==> config.mk <==
export PLATFORM = sky130hd
export DESIGN_NAME = cpu_bus_mux_flat
export DESIGN_NICKNAME = d
export VERILOG_FILES = /design/src/rtl/cpu_bus_mux_if.sv /design/src/rtl/cpu_bus_mux.sv /design/src/flat_wrapper.sv
export SDC_FILE = /design/constraint.sdc
export NUM_CORES = 1
export LEC_CHECK = 0
export ABC_AREA = 0
export CAP_MARGIN = 0
export CORE_AREA = 2 2 93 95
export CTS_BUF_LIST = sky130_fd_sc_hd__clkbuf_8
export DETAILED_ROUTE_END_ITERATION = 10
export DIE_AREA = 0 0 95 97
export PLACE_DENSITY = 0.81
export SYNTH_ARGS = -nofsm -noshare
export SYNTH_HDL_FRONTEND = slang
export SYNTH_SLANG_ARGS = --single-unit
==> constraint.sdc <==
create_clock -name clk -period 3.14 [get_ports clk]
set_input_delay 0.628 -clock clk [delete_from_list [all_inputs] [get_ports clk]]
set_output_delay 0.628 -clock clk [all_outputs]
set_load 0.1 [all_outputs]
==> src/rtl/cpu_bus_mux_if.sv <==
// rtl/cpu_bus_mux_if.sv - CPU strobe/decode bundle between a Z80-style CPU and the channel mux
interface cpu_bus_mux_if #(
  parameter int NCH    = 4,
  parameter int WAIT_W = 3
);
  logic                    ce;
  logic                    iorq;
  logic                    mreq;
  logic                    rd;
  logic                    wr;
  logic                    m1;
  logic [15:0]             addr;
  logic [NCH*16-1:0]       match_addr;
  logic [NCH*16-1:0]       match_mask;
  logic [NCH-1:0]          match_io;
  logic [NCH*WAIT_W-1:0]   ch_wait;
  logic [NCH*8-1:0]        ch_data;
  logic                    conflict_clr;
  logic [NCH-1:0]          ch_sel;
  logic [7:0]              dout;
  logic                    wait_n;
  logic                    hit;
  logic                    conflict;

  modport master (
    output ce, iorq, mreq, rd, wr, m1, addr,
    output match_addr, match_mask, match_io, ch_wait, ch_data, conflict_clr,
    input  ch_sel, dout, wait_n, hit, conflict
  );

  modport slave (
    input  ce, iorq, mreq, rd, wr, m1, addr,
    input  match_addr, match_mask, match_io, ch_wait, ch_data, conflict_clr,
    output ch_sel, dout, wait_n, hit, conflict
  );
endinterface

==> src/rtl/cpu_bus_mux.sv <==
// rtl/cpu_bus_mux.sv - address decoder, wait-state generator and read-data mux for CPU slave channels
module cpu_bus_mux #(
  parameter int         NCH    = 4,
  parameter int         WAIT_W = 3,
  parameter logic [7:0] FLOAT  = 8'hFF
) (
  input  logic         clk,
  input  logic         reset_n,
  cpu_bus_mux_if.slave bus
);

  typedef enum logic [1:0] {S_IDLE, S_WAIT, S_ACT} state_t;

  state_t            state_q;
  logic [WAIT_W-1:0] cnt_q;
  logic [NCH-1:0]    ch_sel_q;
  logic [7:0]        dout_q;
  logic              wait_n_q;
  logic              hit_q;
  logic              conflict_q;
  logic              armed_q;

  logic [NCH-1:0]    match;
  logic [NCH-1:0]    sel_d;
  logic [WAIT_W-1:0] wait_d;
  logic [7:0]        rd_data;
  int                nmatch;
  logic              strobe;
  logic              start;
  logic              inta;

  always_comb begin
    match = '0;
    for (int i = 0; i < NCH; i++) begin
      match[i] = (((bus.addr ^ bus.match_addr[16*i +: 16]) & bus.match_mask[16*i +: 16]) == 16'h0000)
                 && ((bus.iorq && bus.match_io[i]) || (bus.mreq && !bus.match_io[i]));
    end
  end

  // Scan downward so the lowest-index matching channel is the last one written.
  always_comb begin
    sel_d  = '0;
    wait_d = '0;
    nmatch = 0;
    for (int i = NCH - 1; i >= 0; i--) begin
      if (match[i]) begin
        sel_d    = '0;
        sel_d[i] = 1'b1;
        wait_d   = bus.ch_wait[WAIT_W*i +: WAIT_W];
        nmatch   = nmatch + 1;
      end
    end
  end

  always_comb begin
    rd_data = '0;
    for (int i = 0; i < NCH; i++) begin
      if (ch_sel_q[i]) rd_data = bus.ch_data[8*i +: 8];
    end
  end

  // armed_q blocks decoding of a cycle already in progress when reset releases.
  assign strobe = bus.iorq || bus.mreq;
  assign start  = armed_q && strobe && (bus.rd || bus.wr) && !bus.m1;
  assign inta   = armed_q && bus.m1 && bus.iorq;

  always_ff @(posedge clk or negedge reset_n) begin
    if (!reset_n) begin
      state_q    <= S_IDLE;
      cnt_q      <= '0;
      ch_sel_q   <= '0;
      dout_q     <= FLOAT;
      wait_n_q   <= 1'b1;
      hit_q      <= 1'b0;
      conflict_q <= 1'b0;
      armed_q    <= 1'b0;
    end else if (bus.ce) begin
      if (bus.conflict_clr) conflict_q <= 1'b0;
      case (state_q)
        S_IDLE: begin
          if (!strobe) armed_q <= 1'b1;
          if (inta) begin
            state_q  <= S_ACT;
            dout_q   <= FLOAT;
            ch_sel_q <= '0;
            hit_q    <= 1'b0;
          end else if (start) begin
            ch_sel_q <= sel_d;
            hit_q    <= |sel_d;
            if (nmatch > 1) conflict_q <= 1'b1;
            if (!(|sel_d)) begin
              state_q <= S_ACT;
              if (bus.rd) dout_q <= FLOAT;
            end else if (wait_d == '0) begin
              state_q <= S_ACT;
            end else begin
              state_q  <= S_WAIT;
              cnt_q    <= wait_d;
              wait_n_q <= 1'b0;
            end
          end
        end
        S_WAIT: begin
          if (!strobe) begin
            state_q  <= S_IDLE;
            cnt_q    <= '0;
            wait_n_q <= 1'b1;
            ch_sel_q <= '0;
            hit_q    <= 1'b0;
          end else if (cnt_q == WAIT_W'(1)) begin
            state_q  <= S_ACT;
            cnt_q    <= '0;
            wait_n_q <= 1'b1;
          end else begin
            cnt_q <= cnt_q - WAIT_W'(1);
          end
        end
        S_ACT: begin
          if (!strobe) begin
            state_q  <= S_IDLE;
            ch_sel_q <= '0;
            hit_q    <= 1'b0;
          end else if (hit_q && bus.rd) begin
            dout_q <= rd_data;
          end
        end
        default: state_q <= S_IDLE;
      endcase
    end
  end

  assign bus.ch_sel   = ch_sel_q;
  assign bus.dout     = dout_q;
  assign bus.wait_n   = wait_n_q;
  assign bus.hit      = hit_q;
  assign bus.conflict = conflict_q;

endmodule

==> src/flat_wrapper.sv <==
// flat-port wrapper written by rule: the top's interface ports become plain ports
module cpu_bus_mux_flat 
#(
  parameter int         NCH    = 4,
  parameter int         WAIT_W = 3,
  parameter logic [7:0] FLOAT  = 8'hFF
)
  (clk, reset_n, bus_ce, bus_iorq, bus_mreq, bus_rd, bus_wr, bus_m1, bus_addr, bus_match_addr, bus_match_mask, bus_match_io, bus_ch_wait, bus_ch_data, bus_conflict_clr, bus_ch_sel, bus_dout, bus_wait_n, bus_hit, bus_conflict);
  cpu_bus_mux_if #(.NCH(NCH), .WAIT_W(WAIT_W)) bus_i ();
  input  logic clk;
  input  logic reset_n;
  input wire logic [$bits(bus_i.ce)-1:0] bus_ce;
  input wire logic [$bits(bus_i.iorq)-1:0] bus_iorq;
  input wire logic [$bits(bus_i.mreq)-1:0] bus_mreq;
  input wire logic [$bits(bus_i.rd)-1:0] bus_rd;
  input wire logic [$bits(bus_i.wr)-1:0] bus_wr;
  input wire logic [$bits(bus_i.m1)-1:0] bus_m1;
  input wire logic [$bits(bus_i.addr)-1:0] bus_addr;
  input wire logic [$bits(bus_i.match_addr)-1:0] bus_match_addr;
  input wire logic [$bits(bus_i.match_mask)-1:0] bus_match_mask;
  input wire logic [$bits(bus_i.match_io)-1:0] bus_match_io;
  input wire logic [$bits(bus_i.ch_wait)-1:0] bus_ch_wait;
  input wire logic [$bits(bus_i.ch_data)-1:0] bus_ch_data;
  input wire logic [$bits(bus_i.conflict_clr)-1:0] bus_conflict_clr;
  output wire logic [$bits(bus_i.ch_sel)-1:0] bus_ch_sel;
  output wire logic [$bits(bus_i.dout)-1:0] bus_dout;
  output wire logic [$bits(bus_i.wait_n)-1:0] bus_wait_n;
  output wire logic [$bits(bus_i.hit)-1:0] bus_hit;
  output wire logic [$bits(bus_i.conflict)-1:0] bus_conflict;
  assign bus_i.ce = bus_ce;
  assign bus_i.iorq = bus_iorq;
  assign bus_i.mreq = bus_mreq;
  assign bus_i.rd = bus_rd;
  assign bus_i.wr = bus_wr;
  assign bus_i.m1 = bus_m1;
  assign bus_i.addr = bus_addr;
  assign bus_i.match_addr = bus_match_addr;
  assign bus_i.match_mask = bus_match_mask;
  assign bus_i.match_io = bus_match_io;
  assign bus_i.ch_wait = bus_ch_wait;
  assign bus_i.ch_data = bus_ch_data;
  assign bus_i.conflict_clr = bus_conflict_clr;
  assign bus_ch_sel = bus_i.ch_sel;
  assign bus_dout = bus_i.dout;
  assign bus_wait_n = bus_i.wait_n;
  assign bus_hit = bus_i.hit;
  assign bus_conflict = bus_i.conflict;
  cpu_bus_mux #(.NCH(NCH), .WAIT_W(WAIT_W), .FLOAT(FLOAT)) u_core (.clk(clk), .reset_n(reset_n), .bus(bus_i));
endmodule
# After elaboration in Yosys (flattened, before gate mapping)

Cells that the tools add are included.

Logic and storage cells: 141
Input port bits: 201
Output and inout bits: 15
Bits in registers: 21

Order comparisons: 1
Mux-type cells: 58
Bitwise logic cells: 9
$add $sub $neg: 4
Reductions and logical operators: 46
Equality and inequality tests: 15

Operators by type and width:

| kind                  | count |
|---|---|
| $mux 32               | 3 |
| $mux 8                | 10 |
| $add 32x2->32 const B | 2 |
| $and 16x16->16        | 4 |
| $logic_not 16->1      | 4 |
| $xor 16x16->16        | 4 |
| $gt 32x2->1 const B   | 1 |
| $mux 3                | 10 |
| $mux 4                | 7 |
| $logic_and 1x1->1     | 18 |
| $pmux 8 s2            | 1 |
| $mux 1                | 15 |
| $mux 2                | 7 |
| $reduce_and 7->1      | 2 |
| $ne 2x1->1 const B    | 4 |
| $ne 2x2->1 const B    | 4 |
| $pmux 4 s2            | 1 |
| $reduce_and 4->1      | 2 |
| $logic_or 1x1->1      | 6 |
| $ne 3x2->1 const B    | 2 |
| $pmux 2 s3            | 1 |
| $pmux 3 s2            | 1 |
| $reduce_and 6->1      | 1 |
| $reduce_bool 2->1     | 3 |
| 15 further kinds      | 20 |

# Logic depth before layout (Yosys ltp)

Word-level depth: 16
Gate-level depth with buffers: 12
Depth with buffers taken out: 11

# Worst setup path before layout

No wires, ideal clock.

Kind: input to register
Start: in bus_addr[4]
End: reg u_core.cnt_q[0]
Data arrival time: 2.710 ns
Cell stages on the path: 9
Slack: 0.305 ns
Required time: 3.015 ns
Path through: xor2_1 > a22oi_1 > nand4_1 > or3_1 > buf_2 > mux2_4 > a211o_1 > a21oi_1 > mux2_2

Word-level cells in the longest chain between the ends: 13
Elaborated cells between the ends (all ways): 34

RTL lines:

| item                 | line               | text |
|---|---|---|
| from (decl)          | flat_wrapper.sv:18 | `input wire logic [$bits(bus_i.addr)-1:0] bus_addr;` |
| $xor 16x16->16       | cpu_bus_mux.sv:35  | `match[i] = (((bus.addr ^ bus.match_addr[16*i +: 16]) & bus.match_mask[16*i +: 16]) == 16'h0000)` |
| $and 16x16->16       | cpu_bus_mux.sv:35  |  |
| $logic_not 16->1     | cpu_bus_mux.sv:35  |  |
| $logic_and 1x1->1    | cpu_bus_mux.sv:36  | `&& ((bus.iorq && bus.match_io[i]) \|\| (bus.mreq && !bus.match_io[i]));` |
| $mux 3 (4 in series) | cpu_bus_mux.sv:46  | `if (match[i]) begin` |
| $mux 3               | cpu_bus_mux.sv:94  | `end else if (wait_d == '0) begin` |
| $mux 3               | cpu_bus_mux.sv:91  | `if (!(\|sel_d)) begin` |
| $mux 3               | cpu_bus_mux.sv:87  | `end else if (start) begin` |
| $mux 3               | cpu_bus_mux.sv:82  | `if (inta) begin` |
| $pmux 3 s2           | cpu_bus_mux.sv:79  | `case (state_q)` |
| to (signal assigned) | cpu_bus_mux.sv:98  | `cnt_q <= wait_d;` |
| to (signal assigned) | cpu_bus_mux.sv:115 | `cnt_q <= cnt_q - WAIT_W'(1);` |
| to (decl)            | cpu_bus_mux.sv:15  | `logic [WAIT_W-1:0] cnt_q;` |

Parallel ways exist; a longest one is shown, timed or not. The select of a mux whose other input is x is not followed.
A chain may end at the register's enable or synchronous reset.

# Worst setup path after layout

Start: in bus_addr[0]
End: reg u_core.cnt_q[0]

The elaborated chain is that of the path after synthesis.

==> results.py <==
metrics = {
    "run_status": {
        "status": "complete, no violations",
    },
    "critical_path": {
        "slowest_stage": "or4_4",
        "cpLargestDelayFamily": "simple AND/OR/NAND/NOR gates",
        "setup.worst_path.start": "bus_addr[0]",
        "r2r-start": "u_core.state_q[0]",
        "crit_required_ns": 3.30,
        "cp.arrival_ns": 3.27,
        "path_cells": "clkdlybuf4s50_1, buf_4, xor2_1, a21oi_1, nand4_1, or4_4, a32o_1, nor3_1, a21oi_2, mux2_2",
        "critPathMaxFanout": 5,
        "cp-end-kind": "flop",
        "start_kind": "input port",
        "max_stage_delay_ns": 0.55,
        "path_class": "in2reg",
        "cp_num_buf_inv": 2,
    },
    "die": {
        "num_rows": 33,
        "die_area_um2": 9220,
        "start_util": 0.333,
        "die_h_um": 97,
        "io_pins": 216,
        "fp.coreArea_um2": 8130,
        "die_x_um": 95,
    },
    "logic_synthesis": {
        "async_flop_share": 1.00,
        "ys_seq_area_frac": 0.198,
        "ys.flop_type": "dfrtp_1",
        "synth_cells": 332,
        "avgSynthCellArea_um2": 8.17,
        "synth_warnings": 0,
        "ys_ff_latch": 21,
        "synth_cell_types": 53,
        "syn_nets": 544,
        "syn_area_um2": 2710,
        "synth_edf_count": 0,
    },
    "finish": {
        "stdcell_count": 709,
        "nets": 814,
        "syn_to_final_growth_pct": 105,
        "design_area_um2": 5560,
        "drive_above_1_share": 0.206,
        "finish.utilization": 0.683,
    },
    "detailed_routing": {
        "wl_per_cell_um": 19.4,
        "antenna_left": 0,
        "drt_iter0_markers": 243,
        "avgViaCountPerCell": 5.36,
        "dr.pass1.iters": 5,
        "post-route-drc-count": 0,
        "vias": 3798,
        "wl_um": 13700,
    },
    "clock_network": {
        "cts_buffers": 3,
        "cts_root_buf": "clkbuf_8",
        "cts.clk_slew.worst_paths_ns": 0.08,
        "cts_tree": "built",
        "clock_path_buffers": 2,
        "clk_latency_ns": 0.26,
        "cts_sinks": 21,
        "htreeDepth": 1,
    },
    "timing": {
        "clock.fmax_mhz": 321,
        "timing.final.crit_share": 0.992,
        "layout_min_cycle_time_ns": 3.11,
        "finalSetupTns_ns": 0,
        "tightest_slew_ns": 0.934,
        "clock_skew_ns": 0.00597,
        "final-max-slew-violation-count": 0,
        "timing.hold.ws_ns": 0.496,
        "hold_violations": 0,
        "postLayoutSetupSlackWorst_ns": 0.0261,
        "relSlewSlack": 0.376,
        "setup_viol": 0,
        "grt_setup_unrepaired": "yes",
    },
    "grt": {
        "grt_pass1_wl_um": 19700,
        "grt_pass1_vias": 3877,
        "antenna_found_initial": 3,
        "grt-ovfl-total": 0,
        "grt_max_degree": 22,
        "grt_usage": 0.279,
    },
    "power_and_ir_drop": {
        "power_leakage_nw": 2.36,
        "powerDensity_nw_per_um2": 337,
        "vdd_drop_max_mv": 0.314,
        "finalPower_mw": 1.87,
    },
    "placed_design": {
        "dp_slack_ns": -0.455,
        "io_buffer_count": 215,
        "hpwl_um": 11800,
        "dp.cells": 698,
        "placed_cell_area_um2": 5350,
        "place_congestion": 0.957,
    },
    "min_path": {
        "min_from": "u_core.armed_q",
        "hp-class": "reg2reg",
    },
    "job": {
        "maxCapViolCount": 0,
    },
}
-- worst register-to-register path: stages, from the launching register on --
cell and delay, ns:
dfrtp_1 0.41, inv_1 0.08, ha_1 0.33, a21boi_0 0.37, a22oi_1 0.15, a211oi_1 0.40, o21ai_4 0.11, buf_12 0.16
mux2_4 0.30
-- synth_stat cells (all sizes together) (4+ instances only) --
cell / number / share of area
nand2: 30 / 0.042
mux2i: 4 / 0.015
o21ai: 9 / 0.021
ha: 11 / 0.051
a32o: 4 / 0.015
dfstp: 9 / 0.087
a211oi: 5 / 0.014
mux2: 11 / 0.047
xor2: 64 / 0.21
nor4: 4 / 0.0092
nand3: 11 / 0.020
a21oi: 17 / 0.031
inv: 12 / 0.017
o211ai: 8 / 0.022
nor3: 6 / 0.013
a22oi: 33 / 0.091
clkbuf: 10 / 0.014
dfrtp: 12 / 0.11
nand4: 6 / 0.014
nor2: 20 / 0.028
-- cells by family after synthesis --
family / synth area share
adders and majority gates: 0.0508
DFF: 0.198
AOI/OAI and AO/OA: 0.280
buffers and inverters: 0.0341
muxes: 0.0618
xor gates and xnor gates: 0.207
and+or+nand+nor: 0.168
-- placed cells by master, fill, tap and decap left out, types with 11 or more instances in the layout --
master	count
inv_1	11
nor2_1	18
dfrtp_1	12
clkdlybuf4s50_1	191
nand2_1	30
buf_4	76
xor2_1	64
a21oi_1	16
a22oi_1	31
-- worst paths after layout --
path	depth (start not counted)	endpoint	slack, ns
hold reg to reg	1	u_core.armed_q	0.50
setup / recovery	10	u_core.cnt_q[0]	0.03
setup reg to reg	8	u_core.bus.dout[4]	0.75
max in group asynchronous	1	u_core.bus.ch_sel[0]	1.69
hold / removal	1	u_core.armed_q	0.50
min in group asynchronous	1	u_core.bus.ch_sel[3]	0.88
-- routing by layer --
layer	part of all wire	routed length, um	global-route usage
met1	0.40	5510	0.323
met2	0.48	6660	0.498
met3	0.086	1180	0.0826
met4	0.028	391	0.0680
met5	0	0	0
-- cell type report --
class                           instances  area (um2)
Antenna cell                            3        7.51
Fill cell                             659        2580
Timing Repair Buffer                  277        2600
Clock buffer                            3        41.3
Sequential cell                        21         537
Inverter                               12        45.0
Multi-Input combinational cell        287        2190
Tap cell                              105         131
Clock inverter                          1        5.00
-- sequential cells by signal (all words and copies together), names as in the netlist --
register	flops
u_core.bus.ch_sel	4
u_core.bus.dout	8
u_core.bus.conflict	1
u_core.cnt_q	3
u_core.bus.hit	1
u_core.state_q	2
u_core.bus.wait_n	1
u_core.armed_q	1
-- timing repair --
item                                    CTS  global route
pin swaps                                 6            12
hold buffers                              0             0
gates resized for setup                  12            18
setup buffers                             2             2
endpoints found under the setup margin   15            15
-- report_power, final --
| part | total [mW] | internal, mW | switching (mW) | leakage (nW) |
|---|---|---|---|---|
| combinational | 1.29 | 0.551 | 0.736 | 2.08 |
| sequential | 0.406 | 0.367 | 0.0391 | 0.254 |
| clock | 0.178 | 0.0885 | 0.0899 | 0.0255 |
No activity file was read; power rests on OpenSTA's default activity.
